`config.mk`:
```
export PLATFORM = sky130hd
export DESIGN_NAME = alu_cdb_buffer_flat
export DESIGN_NICKNAME = d
export VERILOG_FILES = /design/src/rtl/alu_cdb_buffer_if.sv /design/src/rtl/alu_cdb_buffer.sv /design/src/flat_wrapper.sv
export SDC_FILE = /design/constraint.sdc
export NUM_CORES = 1
export LEC_CHECK = 0
export ABC_AREA = 1
export CORE_MARGIN = 3
export CORE_UTILIZATION = 63
export CTS_BUF_LIST = sky130_fd_sc_hd__clkbuf_8
export DETAILED_ROUTE_END_ITERATION = 8
export PLACE_DENSITY_LB_ADDON = 0.3
export SKIP_LAST_GASP = 1
export SYNTH_ARGS = -nofsm -noshare
export SYNTH_HDL_FRONTEND = slang
export SYNTH_SLANG_ARGS = --single-unit
```
`constraint.sdc`:
```
create_clock -name clock -period 6.3 [get_ports clock]
set_input_delay 0.63 -clock clock [delete_from_list [all_inputs] [get_ports clock]]
set_output_delay 0.63 -clock clock [all_outputs]
set_load 0.005 [all_outputs]
```
`src/rtl/alu_cdb_buffer_if.sv`:
```
// Handshake bundle between the ALU result port, the buffer and the CDB arbiter.
// The buffer takes the slave view; the producer/arbiter side takes the master view.
interface alu_cdb_buffer_if #(
   parameter int TAG_W = 6
);
   logic             in_valid;
   logic [63:0]      in_result;
   logic [TAG_W-1:0] in_tag;
   logic             in_ready;
   logic             out_ready;
   logic             out_valid;
   logic [63:0]      out_result;
   logic [TAG_W-1:0] out_tag;

   modport master (
      output in_valid, in_result, in_tag, out_ready,
      input  in_ready, out_valid, out_result, out_tag
   );

   modport slave (
      input  in_valid, in_result, in_tag, out_ready,
      output in_ready, out_valid, out_result, out_tag
   );
endinterface

```
`src/rtl/alu_cdb_buffer.sv`:
```
// In-order circular FIFO holding completed ALU results until the CDB grants the bus.
// One cycle enqueue-to-head latency; flush squashes everything; reset is synchronous.
module alu_cdb_buffer #(
   parameter int DEPTH = 4,
   parameter int TAG_W = 6
) (
   input  logic                   clock,
   input  logic                   reset,
   input  logic                   flush,
   alu_cdb_buffer_if.slave        bus,
   output logic [$clog2(DEPTH):0] count
);
   localparam int AW = $clog2(DEPTH);
   localparam logic [AW:0] FULL_COUNT = (AW + 1)'(DEPTH);

   typedef struct packed {
      logic [63:0]      result;
      logic [TAG_W-1:0] tag;
   } entry_t;

   entry_t          mem_q [DEPTH];
   logic [AW-1:0]   head_q, head_d;
   logic [AW-1:0]   tail_q, tail_d;
   logic [AW:0]     count_q, count_d;
   entry_t          hold_q, hold_d;
   logic            enq, deq;

   // Handshakes are decided from registered occupancy only, so a full buffer
   // cannot accept in the same cycle it drains.
   always_comb begin
      enq     = bus.in_valid && (count_q != FULL_COUNT);
      deq     = bus.out_ready && (count_q != '0);
      head_d  = head_q;
      tail_d  = tail_q;
      count_d = count_q;
      hold_d  = hold_q;
      if (flush) begin
         head_d  = '0;
         tail_d  = '0;
         count_d = '0;
      end else begin
         if (enq) tail_d = tail_q + 1'b1;
         if (deq) begin
            head_d = head_q + 1'b1;
            hold_d = mem_q[head_q];
         end
         case ({enq, deq})
            2'b10:   count_d = count_q + 1'b1;
            2'b01:   count_d = count_q - 1'b1;
            default: count_d = count_q;
         endcase
      end
   end

   // NOTE: sequential state uses non-blocking assignments so every flop samples
   // pre-edge values regardless of statement order.
   always_ff @(posedge clock) begin
      if (!reset) begin
         head_q  <= '0;
         tail_q  <= '0;
         count_q <= '0;
      end else begin
         head_q  <= head_d;
         tail_q  <= tail_d;
         count_q <= count_d;
      end
   end

   // NOTE: entry storage and the output hold register are deliberately not
   // reset; out_valid masks them until a real entry is written.
   always_ff @(posedge clock) begin
      hold_q <= hold_d;
      if (enq) mem_q[tail_q] <= '{result: bus.in_result, tag: bus.in_tag};
   end

   // When empty, the last broadcast entry stays on the bus instead of stale storage.
   assign bus.out_valid  = (count_q != '0);
   assign bus.in_ready   = (count_q != FULL_COUNT);
   assign bus.out_result = bus.out_valid ? mem_q[head_q].result : hold_q.result;
   assign bus.out_tag    = bus.out_valid ? mem_q[head_q].tag    : hold_q.tag;
   assign count          = count_q;
endmodule

```
`src/flat_wrapper.sv`:
```
// flat-port wrapper written by rule: the top's interface ports become plain ports
module alu_cdb_buffer_flat 
#(
   parameter int DEPTH = 4,
   parameter int TAG_W = 6
)
  (clock, reset, flush, count, bus_in_valid, bus_in_result, bus_in_tag, bus_out_ready, bus_in_ready, bus_out_valid, bus_out_result, bus_out_tag);
  alu_cdb_buffer_if #(.TAG_W(TAG_W)) bus_i ();
  input  logic clock;
  input  logic reset;
  input  logic flush;
  output logic [$clog2(DEPTH):0] count;
  input wire logic [$bits(bus_i.in_valid)-1:0] bus_in_valid;
  input wire logic [$bits(bus_i.in_result)-1:0] bus_in_result;
  input wire logic [$bits(bus_i.in_tag)-1:0] bus_in_tag;
  input wire logic [$bits(bus_i.out_ready)-1:0] bus_out_ready;
  output wire logic [$bits(bus_i.in_ready)-1:0] bus_in_ready;
  output wire logic [$bits(bus_i.out_valid)-1:0] bus_out_valid;
  output wire logic [$bits(bus_i.out_result)-1:0] bus_out_result;
  output wire logic [$bits(bus_i.out_tag)-1:0] bus_out_tag;
  assign bus_i.in_valid = bus_in_valid;
  assign bus_i.in_result = bus_in_result;
  assign bus_i.in_tag = bus_in_tag;
  assign bus_i.out_ready = bus_out_ready;
  assign bus_in_ready = bus_i.in_ready;
  assign bus_out_valid = bus_i.out_valid;
  assign bus_out_result = bus_i.out_result;
  assign bus_out_tag = bus_i.out_tag;
  alu_cdb_buffer #(.DEPTH(DEPTH), .TAG_W(TAG_W)) u_core (.clock(clock), .reset(reset), .flush(flush), .bus(bus_i), .count(count));
endmodule
```
==> results.ini <==
[outcome]
status = complete, no violations

[route]
dr.pass1.iters = 5
wl_per_cell_um = 18.4
detail-route-antenna-nets = 0
drc = 0
wl_um = 30700
vias = 9457
vias_per_cell = 5.67
drtIter0Drc = 843

[job]
maxCapViolCount = 0

[finish]
finalNetCount = 1422
n_fill_cell = 1400
final_common_cell = nand2_1
drive_gt1_share_pct = 6.27
area_growth_syn_to_layout_pct = 18.1
layout_common_cells = nand2_1 (433), edfxtp_1 (350), nand3_1 (214)
antenna_cells = 0
postLayoutCoreUtil_pct = 77.0
fin_cells = 1667

[synth]
synth_seq_cells = 359
synth-seq-area-share_pct = 74.0
synth.avg_cell_area_um2 = 12.2
yosysWarnings = 0
post-synth-top-area-fraction_pct = 72.7
synth_compound_area_share_pct = 0.173
synth_xor_area_share_pct = 0
synth_adder_area_share_pct = 0.572
syn-num-nets = 1268
syn_inst = 1187
syn_area_um2 = 14400
synthSimpleGateAreaFrac_pct = 22.2
yosys.cell_types.count = 19
synth_top_family_by_area = simple AND/OR/NAND/NOR gates
synth.area.top_cells = edfxtp_1 (73%), nand2_1 (11%), nand3_1 (7.4%), and2_1 (3.0%), buf_2 (1.4%)
synthMuxAreaShare_pct = 0
synth_top_cell_by_area = edfxtp_1

[clock_tree]
path_clk_slew_ns = 0.06
tritoncts.num_buffers = 54
numClockSinks = 359
hold_buffers = 0
clockBufferDepth = 3
cts_tree = yes
worstSkewPairLatency_ns = 0.57
post_cts_resized = 0
htree_levels = 2
cts_setup_buffers = 0
clock-root-buffer = clkbuf_8

[sta]
fin_ws_ns = 1.89
clock.fmax_mhz = 227
finalSetupTns_ns = 0
finalCritPeriodShare_pct = 70.1
setup_viol = 0
tightest_slew_ns = 1.07
finalHoldViolCount = 0
skew_ns = 0.0361
period_needed_ns = 4.41
slew_headroom_pct = 28.4
hold_ws_ns = 0.495
final_max_slew_viol_count = 0
rsz0062_at_grt = no

[place]
placed_cells = 1565
gp_congestion = 0.792
port-buffer-count = 149
dp_hpwl_um = 17300
dpl_worst_slack_ns = 2.48

[floorplan]
dieArea_um2 = 24800
die_x_um = 157
core_area_um2 = 22200
start_util_pct = 65.2
rows = 54
dieHeight_um = 157
num_io_pins = 150

[pwr]
vdd_drop_max_uv = 197
power_switching_mw = 1.12
p_int_mw = 3.85
p_clk_share_pct = 35.2
power.density_nw_per_um2 = 292
switching_share_pct = 22.6
p_leak_nw = 6.30
seqPwrFrac_pct = 54.9
pwr-share-comb_pct = 9.9

[hold_path]
holdCritPathClass = flop to flop

[critical_path]
required_ns = 5.67
endpoint_kind = output pin
critPathKind = flop to output pin
start_kind = flop
arrival_ns = 3.78
cp_max_fo = 76

[global_routing]
grt-ovfl-total = 0
first_global_vias = 9304
grt_pass1_wl_um = 47400
grt_use_total_pct = 24.8
antenna_found_initial = 1
grt_start_max_net_pins = 103

==> path summary, 6_finish.rpt <==
kind | startpoint | end | slack, ns | cells after the start
max | u_core.count[0] | bus_out_tag[2] | 1.89 | 7
min | u_core.head_q[0] | flop | 0.49 | 2
max reg2reg | u_core.count[1] | u_core.hold_q[24] | 2.85 | 5
min reg2reg | u_core.head_q[0] | flop | 0.49 | 2
==> power by group through the flow <==
stage	clock, mW	sequential, mW	combinational, mW
2_1_floorplan	0	2.78	0.239
3_3_place_gp	0	2.78	0.482
3_5_place_dp	0	2.78	0.496
4_1_cts	1.78	2.73	0.498
5_1_grt	1.88	2.74	0.542
6_report	1.75	2.73	0.494
==> cell families (layout without fill, tap and decap cells) <==
| logic type | count (synthesis) | count (layout) |
|---|---|---|
| adder cells (fa/ha/maj) | 6 | 6 |
| buffers and inverters | 82 | 282 |
| flip-flops | 359 | 359 |
| AND/OR/NAND/NOR | 735 | 735 |
| AO/OA/AOI/OAI | 5 | 5 |
==> final cells by class <==
cell class                 instances  area (µm²)  share of cell area [%]
sequential                       359       10700                    62.7
timing repair buffer             159        1570                    9.18
clock inverter                    45         226                    1.33
tap                              280         350                    2.05
clock buffer                      57         785                    4.60
multi-input combinational        746        3360                    19.7
inverter                          21        81.3                   0.477
==> state kept, by name, summed over array words and instances, names as in the netlist, named ones only <==
| name | flops |
|---|---|
| u_core.mem_q | 280 |
| u_core.hold_q | 70 |
| u_core.count | 3 |
| u_core.head_q | 2 |
| u_core.tail_q | 2 |
==> critical path, cell delays in order (launching register included) <==
cell             delay (ns)
dfxtp_1                0.33
nor2_1                 0.25
nand2_4                0.61
inv_2                  0.66
buf_4                  0.58
nand2_1                0.12
nand2_1                0.10
clkdlybuf4s50_1        0.51
==> synthesized netlist by cell type <==
library cell / count
ha_1: 5
dfxtp_1: 9
inv_2: 5
nand3_1: 214
buf_4: 1
buf_2: 40
fa_1: 1
nor2_1: 16
nand2_1: 433
a21oi_1: 3
nand4_1: 1
and2_1: 70
buf_6: 11
clkbuf_1: 2
inv_1: 16
o21ai_0: 2
buf_1: 7
nand2_2: 1
edfxtp_1: 350
==> per-stage QoR <==
| step | total power [mW] | instance area (µm²) |
|---|---|---|
| floorplan | 3.02 | 14400 |
| global placement | 3.26 | 16100 |
| detailed placement | 3.28 | 16100 |
| CTS | 5.01 | 17100 |
| global route | 5.16 | 17100 |
| finish | 4.98 | 17100 |
==> layer usage <==
metal	vias up	share of wire [%]	global-route usage [%]	wire, µm
li1	4427	-	-	-
met1	4495	39	32.5	12000
met2	465	49	40.8	14900
met3	68	9.4	5.50	2890
met4	2	2.6	9.96	808
met5	-	0.039	0	12
(Power assumes the default switching activity.)
